File: src/rtl/pwm_capture.sv
// PWM period/high-time capture with a 4-register memory-mapped bus.
// The input is synchronized, edge-detected, and measured rise-to-rise in clk cycles.
module pwm_capture #(
   parameter int WIDTH = 24
) (
   input  logic        clk,
   input  logic        rst,
   input  logic        mem_valid,
   output logic        mem_ready,
   input  logic [31:0] mem_addr,
   input  logic [31:0] mem_wdata,
   input  logic [3:0]  mem_wstrb,
   output logic [31:0] mem_rdata,
   input  logic        pwm_in
);

   localparam logic [1:0] ADDR_CTRL   = 2'd0;
   localparam logic [1:0] ADDR_STATUS = 2'd1;
   localparam logic [1:0] ADDR_HIGH   = 2'd2;
   localparam logic [1:0] ADDR_PERIOD = 2'd3;

   localparam logic [WIDTH-1:0] CNT_MAX  = {WIDTH{1'b1}};
   localparam logic [WIDTH-1:0] CNT_ZERO = {WIDTH{1'b0}};
   localparam logic [WIDTH-1:0] CNT_ONE  = WIDTH'(1);

   typedef enum logic [1:0] {
      IDLE    = 2'd0,
      ARM     = 2'd1,
      MEASURE = 2'd2
   } state_t;

   state_t           state_reg;
   logic             sync1_reg;
   logic             sync2_reg;
   logic             prev_reg;
   logic             en_reg;
   logic             valid_reg;
   logic             ovf_reg;
   logic [WIDTH-1:0] period_cnt_reg;
   logic [WIDTH-1:0] high_cnt_reg;
   logic [WIDTH-1:0] high_reg;
   logic [WIDTH-1:0] period_reg;

   logic             rise;
   logic             bus_access;
   logic             bus_write;
   logic [1:0]       reg_sel;
   logic             ctrl_wr;
   logic             status_wr;
   logic             capture_now;
   logic             ovf_now;
   logic [31:0]      rdata_next;
   logic             unused_ok;

   assign rise        = sync2_reg & ~prev_reg;
   assign bus_access  = mem_valid & ~mem_ready;
   assign bus_write   = bus_access & (|mem_wstrb);
   assign reg_sel     = mem_addr[3:2];
   assign ctrl_wr     = bus_write && (reg_sel == ADDR_CTRL);
   assign status_wr   = bus_write && (reg_sel == ADDR_STATUS);

   // A rise coinciding with a saturated counter cannot be represented in PERIOD,
   // so saturation takes priority and that rise is treated as an overflow.
   assign ovf_now     = (state_reg == MEASURE) && en_reg && (period_cnt_reg == CNT_MAX);
   assign capture_now = (state_reg == MEASURE) && en_reg && rise && (period_cnt_reg != CNT_MAX);

   assign unused_ok   = &{1'b0, mem_addr[31:4], mem_addr[1:0], mem_wdata[31:2]};

   always_comb begin
      rdata_next = 32'd0;
      case (reg_sel)
         ADDR_CTRL:   rdata_next = {31'd0, en_reg};
         ADDR_STATUS: rdata_next = {30'd0, ovf_reg, valid_reg};
         ADDR_HIGH:   rdata_next = 32'(high_reg);
         ADDR_PERIOD: rdata_next = 32'(period_reg);
         default:     rdata_next = 32'd0;
      endcase
   end

   always_ff @(posedge clk) begin
      if (rst) begin
         sync1_reg <= 1'b0;
         sync2_reg <= 1'b0;
         prev_reg  <= 1'b0;
      end else begin
         sync1_reg <= pwm_in;
         sync2_reg <= sync1_reg;
         prev_reg  <= sync2_reg;
      end
   end

   always_ff @(posedge clk) begin
      if (rst) begin
         mem_ready <= 1'b0;
         mem_rdata <= 32'd0;
         en_reg    <= 1'b0;
      end else begin
         mem_ready <= bus_access;
         if (bus_access && !bus_write) begin
            mem_rdata <= rdata_next;
         end
         if (ctrl_wr) begin
            en_reg <= mem_wdata[0];
         end
      end
   end

   always_ff @(posedge clk) begin
      if (rst) begin
         state_reg      <= IDLE;
         period_cnt_reg <= CNT_ZERO;
         high_cnt_reg   <= CNT_ZERO;
         high_reg       <= CNT_ZERO;
         period_reg     <= CNT_ZERO;
         valid_reg      <= 1'b0;
         ovf_reg        <= 1'b0;
      end else begin
         // Hardware set beats a simultaneous write-1-to-clear.
         if (capture_now) begin
            valid_reg <= 1'b1;
         end else if (status_wr && mem_wdata[0]) begin
            valid_reg <= 1'b0;
         end
         if (ovf_now) begin
            ovf_reg <= 1'b1;
         end else if (status_wr && mem_wdata[1]) begin
            ovf_reg <= 1'b0;
         end
         if (capture_now) begin
            high_reg   <= high_cnt_reg;
            period_reg <= period_cnt_reg + CNT_ONE;
         end

         case (state_reg)
            IDLE: begin
               period_cnt_reg <= CNT_ZERO;
               high_cnt_reg   <= CNT_ZERO;
               if (en_reg) begin
                  state_reg <= ARM;
               end
            end
            ARM: begin
               if (!en_reg) begin
                  state_reg      <= IDLE;
                  period_cnt_reg <= CNT_ZERO;
                  high_cnt_reg   <= CNT_ZERO;
               end else if (rise) begin
                  // The rise cycle itself is high; period's +1 accounts for it on capture.
                  state_reg      <= MEASURE;
                  period_cnt_reg <= CNT_ZERO;
                  high_cnt_reg   <= CNT_ONE;
               end
            end
            MEASURE: begin
               if (!en_reg) begin
                  state_reg      <= IDLE;
                  period_cnt_reg <= CNT_ZERO;
                  high_cnt_reg   <= CNT_ZERO;
               end else if (ovf_now) begin
                  state_reg      <= ARM;
                  period_cnt_reg <= CNT_ZERO;
                  high_cnt_reg   <= CNT_ZERO;
               end else if (rise) begin
                  period_cnt_reg <= CNT_ZERO;
                  high_cnt_reg   <= CNT_ONE;
               end else begin
                  period_cnt_reg <= period_cnt_reg + CNT_ONE;
                  if (sync2_reg && (high_cnt_reg != CNT_MAX)) begin
                     high_cnt_reg <= high_cnt_reg + CNT_ONE;
                  end
               end
            end
            default: begin
               state_reg      <= IDLE;
               period_cnt_reg <= CNT_ZERO;
               high_cnt_reg   <= CNT_ZERO;
            end
         endcase
      end
   end

endmodule

File: config.mk
export PLATFORM = sky130hd
export DESIGN_NAME = pwm_capture
export DESIGN_NICKNAME = d
export VERILOG_FILES = /design/src/rtl/pwm_capture.sv
export SDC_FILE = /design/constraint.sdc
export NUM_CORES = 1
export LEC_CHECK = 0
export CORE_MARGIN = 2
export CORE_UTILIZATION = 41
export DETAILED_ROUTE_END_ITERATION = 8
export PLACE_DENSITY_LB_ADDON = 0.12
export SLEW_MARGIN = 20
export SYNTH_ARGS = -nofsm -noshare
export SYNTH_HDL_FRONTEND = slang
export SYNTH_SLANG_ARGS = --single-unit
File: constraint.sdc
create_clock -name clk -period 2.5 [get_ports clk]
set_clock_uncertainty 0.1 [all_clocks]
set_input_delay 0.5 -clock clk [delete_from_list [all_inputs] [get_ports clk]]
set_output_delay 0.5 -clock clk [all_outputs]
set_load 0.005 [all_outputs]
==> reports/metrics.yaml, run 1 <==
total_power_w: 0.00445
ys_ff_latch: 129
yosysTopAreaCellShare_pct: 41.9
rows: 44
layout.nets: 870
cts_tree: "built"
grt_pass1_vias: 5313
core_region_area_um2: 14600
wl_per_cell_um: 16.6
yosysSeqAreaShare_pct: 41.9
fmax_mhz: 422
clock_latency_ps: 420
cp_max_fo: 27
synth_cell_types: 60
hold_slack_ps: 240
wirelength_mm: 16.4
place.gp.congestion: 0.805
antennaDiodeCount: 0
synth_edf_count: 0
setup_viol: 0
cts.sinks: 129
ir_worst_vdd_v: 0.000486
required_ps: 2740
clk_pin_slew_worst_paths_ps: 60
num_vias: 5543
synthTopCellsByCount: "dfxtp_1 (129), nand2_1 (125), a21oi_1 (79), a31oi_1 (45), nand3_1 (43)"
drt-initial-drc-count: 451
fin_crit_sh_pct: 94.8
htreeDepth: 4
grt.total_usage_pct: 21.2
synth_most_common_cell: "dfxtp_1"
die_area_um2: 16000
portBuffers: 36
cts-buffers-inserted: 17
netlist_area_um2: 6160
p_leak_nw: 2.50
dp_hpwl_mm: 11.5
grt_pass1_wl_mm: 27.2
fin_crit_ps: 2370
async_flop_share_pct: 0
slew_headroom_pct: 42.0
area_delta_synth_final_pct: 20.2
p_per_area_nw_per_um2: 602
worst_slew_pin_slew_ps: 867
hold_violations: 0
drive_gt1_share_pct: 14.2
worst-setup-path-type: "flop to flop"
final_max_slew_viol_count: 0
pin_count: 105
hold_path_class: "input pin to flop"
synth_top_area_cell: "dfxtp_1"
cts_hold_buf: 0
die_x_um: 127
yosysWarnings: 0
maxCapViolCount: 0
slowest_stage: "or4b_2"
rsz0062_at_grt: "false"
cp.arrival_ps: 2610
status: "complete, no violations"
syn-mean-instance-area_um2: 8.20
viasPerCell: 5.61
synth_area_leaders: "dfxtp_1 (42%), nand2_1 (7.6%), a21oi_1 (6.4%)"
postRouteAntennaNets: 0
synth_flop_cell: "dfxtp_1"
antenna_found_initial: 0
critPathLaunchType: "flop"
clk_path_buf_depth: 2
initial_core_util_pct: 42.2
syn-instance-count: 751
endpoint_kind: "flop"
grt-ovfl-total: 0
crit_chain: "ha_1, nand3_1, nor3_4, buf_4, a21oi_2, buf_12, or4b_2, o21ai_0"
chipHeight_um: 127
drtPass1Iterations: 5
drc: 0
slowest_delay_ps: 590
cts_root_buffer: "clkbuf_16"
grt_max_degree: 95
[final cells by class]
type | instances | area (µm²)
Fill cell | 1389 | 7190
Multi-Input combinational cell | 554 | 3270
Sequential cell | 129 | 2580
Timing Repair Buffer | 78 | 736
Clock buffer | 25 | 505
Tap cell | 184 | 230
Inverter | 12 | 45.0
Clock inverter | 6 | 30.0
[timing repair]
item                                    in CTS  in global routing
endpoints found under the setup margin       1                  0
setup buffers                                0                  0
gates resized for setup                      1                  0
[cells by family (layout without fill, tap and decap cells)]
logic type / after synthesis / after routing / share of synthesized area (%)
adder cells (fa/ha/maj): 6 / 6 / 1.22
buffers and inverters: 75 / 121 / 5.85
flip-flops: 129 / 129 / 41.9
AND/OR/NAND/NOR: 296 / 296 / 23.4
AO/OA/AOI/OAI: 194 / 194 / 19.2
multiplexers: 28 / 28 / 5.24
XOR/XNOR: 22 / 22 / 3.13
other: 1 / 8 / 0.0609
[cell usage in the layout, fill, tap and decap left out, types with 4 or more instances in the layout]
cell type,synthesis,final
dfxtp_1,129,129
nand2_1,125,125
a21oi_1,79,78
a31oi_1,45,45
nand3_1,43,43
nor2_1,40,40
buf_4,12,38
clkdlybuf4s50_1,0,35
mux2_2,24,24
o21ai_0,23,23
a211oi_1,20,19
clkbuf_16,0,17
nand4_1,15,15
inv_1,12,12
xor2_1,12,12
nand2b_1,11,11
xnor2_1,10,10
nor3_1,9,9
and4_1,8,8
conb_1,1,8
and3_1,7,7
a41oi_1,6,6
nor2b_1,6,6
and2_1,6,6
or3_1,6,6
ha_1,6,6
clkinv_2,0,6
clkbuf_8,0,5
buf_12,0,5
nor4_1,4,4
[power by group]
group / leakage [nW] / internal [W] / switching, W / total (W)
clock: 0.272 / 0.00138 / 0.000865 / 0.00225
combinational: 1.19 / 0.0000534 / 0.0000856 / 0.000139
sequential: 1.04 / 0.00206 / 0.00000537 / 0.00207
total: 2.50 / 0.00350 / 0.000956 / 0.00445
[metrics by stage]
| step | instances | TNS (ps) | util (%) | instance area [µm²] | setup WS, ps |
|---|---|---|---|---|---|
| floorplan | 758 | 0 | - | 6190 | 408 |
| global placement | 957 | -301 | 47.0 | 6850 | -60.4 |
| detailed placement | 957 | -29.0 | 47.0 | 6860 | -29.0 |
| CTS | 988 | 0 | 50.7 | 7400 | 144 |
| global route | 988 | 0 | 50.7 | 7400 | 17.7 |
| finish | 988 | 0 | 50.7 | 7400 | 131 |
[metal layers]
| layer | vias up | wire (µm) | GRT usage [%] | part of all wire (%) |
|---|---|---|---|---|
| met5 | - | 0 | 0 | 0 |
| met2 | 114 | 7800 | 34.4 | 47 |
| met1 | 2640 | 7710 | 28.0 | 47 |
| met3 | 26 | 551 | 3.80 | 3.4 |
| li1 | 2763 | - | - | - |
| met4 | 0 | 376 | 8.34 | 2.3 |
[final timing paths]
check,from,end,slack (ps),cells after the start
hold reg to reg,sync1_reg$_SDFF_PP0_,sync2_reg$_SDFF_PP0_,340,1
hold / removal,rst,period_cnt_reg[16]$_SDFFE_PP0P_,240,2
setup reg to reg,period_cnt_reg[1]$_SDFFE_PP0P_,period_cnt_reg[10]$_SDFFE_PP0P_,130,8
setup / recovery,period_cnt_reg[1]$_SDFFE_PP0P_,period_cnt_reg[10]$_SDFFE_PP0P_,130,8
[critical path, delay by kind of cell (launching register included)]
kind	cells	cell delay (ps)
AO/OA/AOI/OAI	2	300
buffers and inverters	2	420
adder cells (fa/ha/maj)	1	200
flip-flops	1	330
AND/OR/NAND/NOR	3	930
Note: power is estimated with default switching activity, not from simulation.
==> run 2: changes to the inputs <==
Settings changed: CORE_UTILIZATION 41 to 53.
==> run 2 against run 1 <==
Global-route usage up 4.8 points. Power up 3.7%. First-iteration DRC count up 17%. Maximum frequency up 4.1%.
==> reports/metrics.yaml, run 2 (synthesis gave the netlist of run 1 again) <==
status: "complete, no violations"  # unchanged
cts_root_buffer: "clkbuf_16"  # unchanged
cts_tree: "built"  # unchanged
cp-startpoint: "period_cnt_reg[4]$_SDFFE_PP0P_"  # was period_cnt_reg[1]$_SDFFE_PP0P_
layout.nets: 866  # was 870
hold_path_class: "flop to flop"  # was input pin to flop
drc: 0  # unchanged
rsz0062_at_grt: "false"  # unchanged
hold_violations: 0  # unchanged
postRouteAntennaNets: 0  # unchanged
final_common_cell: "dfxtp_1"  # unchanged
cts.sinks: 129  # unchanged
cp_max_fo: 13  # was 27
die_area_um2: 12500  # was 16000 µm²
dp_hpwl_mm: 10.9  # was 11.5 mm
clk_path_buf_depth: 2  # unchanged
holdPathStages: 1  # was 2
viasPerCell: 5.98  # was 5.61
r2r_cells: 7  # was 8
maxCapViolCount: 0  # unchanged
p_leak_nw: 2.47  # was 2.50 nW
drtPass1Iterations: 5  # unchanged
ir_worst_vdd_v: 0.000451  # was 0.000486 V
post-place-ws_ps: 157  # was -29.0 ps
die_x_um: 112  # was 127 µm
r2r_slack_ps: 220  # was 130 ps
grt_pass1_wl_mm: 25.9  # was 27.2 mm
cts-buffers-inserted: 17  # unchanged
slew_headroom_pct: 51.3  # was 42.0%
crit_end: "period_cnt_reg[14]$_SDFFE_PP0P_"  # was period_cnt_reg[10]$_SDFFE_PP0P_
critPathLaunchType: "flop"  # unchanged
r2r-end: "period_cnt_reg[14]$_SDFFE_PP0P_"  # was period_cnt_reg[10]$_SDFFE_PP0P_
drive_gt1_share_pct: 14.1  # was 14.2%
clk_pin_slew_worst_paths_ps: 50  # was 60 ps
n_fill_cell: 1004  # was 1389
required_ps: 2690  # was 2740 ps
chipHeight_um: 112  # was 127 µm
worst_slew_pin_slew_ps: 730  # was 867 ps
rows: 39  # was 44
wl_per_cell_um: 16.7  # was 16.6 µm
drt-initial-drc-count: 528  # was 451
htreeDepth: 4  # unchanged
reg2reg_from: "period_cnt_reg[4]$_SDFFE_PP0P_"  # was period_cnt_reg[1]$_SDFFE_PP0P_
portBuffers: 36  # unchanged
num_vias: 5630  # was 5543
area_delta_synth_final_pct: 19.0  # was 20.2%
final_util_pct: 64.5  # was 50.7%
antenna_found_initial: 0  # unchanged
mostFrequentLayoutCells: "dfxtp_1 (129), nand2_1 (125), a21oi_1 (78)"  # unchanged
grt_max_degree: 87  # was 95
wirelength_mm: 15.7  # was 16.4 mm
grt.total_usage_pct: 25.9  # was 21.2%
setup_slack_ps: 223  # was 131 ps
fin_crit_sh_pct: 91.1  # was 94.8%
post-cts-setup-buffer-count: 0  # unchanged
grt_pass1_vias: 5233  # was 5313
worst-setup-path-type: "flop to flop"  # unchanged
core_region_area_um2: 11400  # was 14600 µm²
finalInstanceArea_um2: 7330  # was 7400 µm²
setup_viol: 0  # unchanged
fin_crit_ps: 2280  # was 2370 ps
endpoint_kind: "flop"  # unchanged
fmax_mhz: 439  # was 422 MHz
p_per_area_nw_per_um2: 630  # was 602 nW/µm²
antennaDiodeCount: 0  # unchanged
place.gp.congestion: 0.876  # was 0.805
place_area_um2: 6740  # was 6860 µm²
total_power_w: 0.00462  # was 0.00445 W
tns_ps: 0  # unchanged
pin_count: 105  # unchanged
grt-ovfl-total: 0  # unchanged
cp.arrival_ps: 2460  # was 2610 ps
clock_latency_ps: 420  # about the same
final_max_slew_viol_count: 0  # unchanged
initial_core_util_pct: 54.2  # was 42.2%
## run 2: cell types whose count changed in the layout (fill, tap and decap cells not counted), sizes merged
cell / before / now
clkinv: 6 / 5
buf: 43 / 39
bufinv: 0 / 2
clkbuf: 25 / 20
clkinvlp: 0 / 3
## run 2: layout make-up
class	count	area, µm²	area share [%]
inverter	12	45.0	0.614
clock inverter	10	111	1.52
multi-input combinational	554	3270	44.6
sequential	129	2580	35.2
tap	143	179	2.44
clock buffer	20	467	6.37
timing repair buffer	74	678	9.25
## run 2: power by group
group | switching, W | internal (W) | total, W
Sequential | 0.00000619 | 0.00206 | 0.00207
Clock | 0.000889 | 0.00153 | 0.00241
Combinational | 0.0000826 | 0.0000522 | 0.000135
Total | 0.000978 | 0.00364 | 0.00462
## run 2: worst max-delay path, cell delays in order (launching register included)
cell	delay (ps)
dfxtp_1	490
nand4_1	310
nor3_4	250
buf_4	250
buf_4	180
nand3_1	90
xor2_1	290
o21ai_0	160
## run 2: through the flow
stage	hold slack [ps]	std cells
after floorplan	314	758
after global placement	325	912
after detailed placement	334	912
after CTS	345	942
after global routing	351	942
final	340	942
## run 2: routing by layer
layer  global-route usage, %  part of all wire [%]  vias up
met5                       0                     0        -
met4                    9.63                   1.6        0
met3                    5.44                   5.9       23
met2                    41.1                    47      195
met1                    35.0                    46     2646
li1                        -                     -     2766
## run 2: what timing repair did
action | 4_1_cts | 5_1_grt
hold buffers | 0 | 0
resized for setup | 0 | 2
setup endpoints to repair | 0 | 6
## run 2: worst min-delay path by stage
stage / end / slack [ps] / start
after detailed placement: sync2_reg$_SDFF_PP0_ / 330 / sync1_reg$_SDFF_PP0_
final: sync2_reg$_SDFF_PP0_ / 340 / sync1_reg$_SDFF_PP0_
after CTS: prev_reg$_SDFF_PP0_ / 350 / rst
after global placement: sync2_reg$_SDFF_PP0_ / 330 / sync1_reg$_SDFF_PP0_
after floorplan: sync2_reg$_SDFF_PP0_ / 310 / sync1_reg$_SDFF_PP0_
after global routing: sync2_reg$_SDFF_PP0_ / 350 / sync1_reg$_SDFF_PP0_
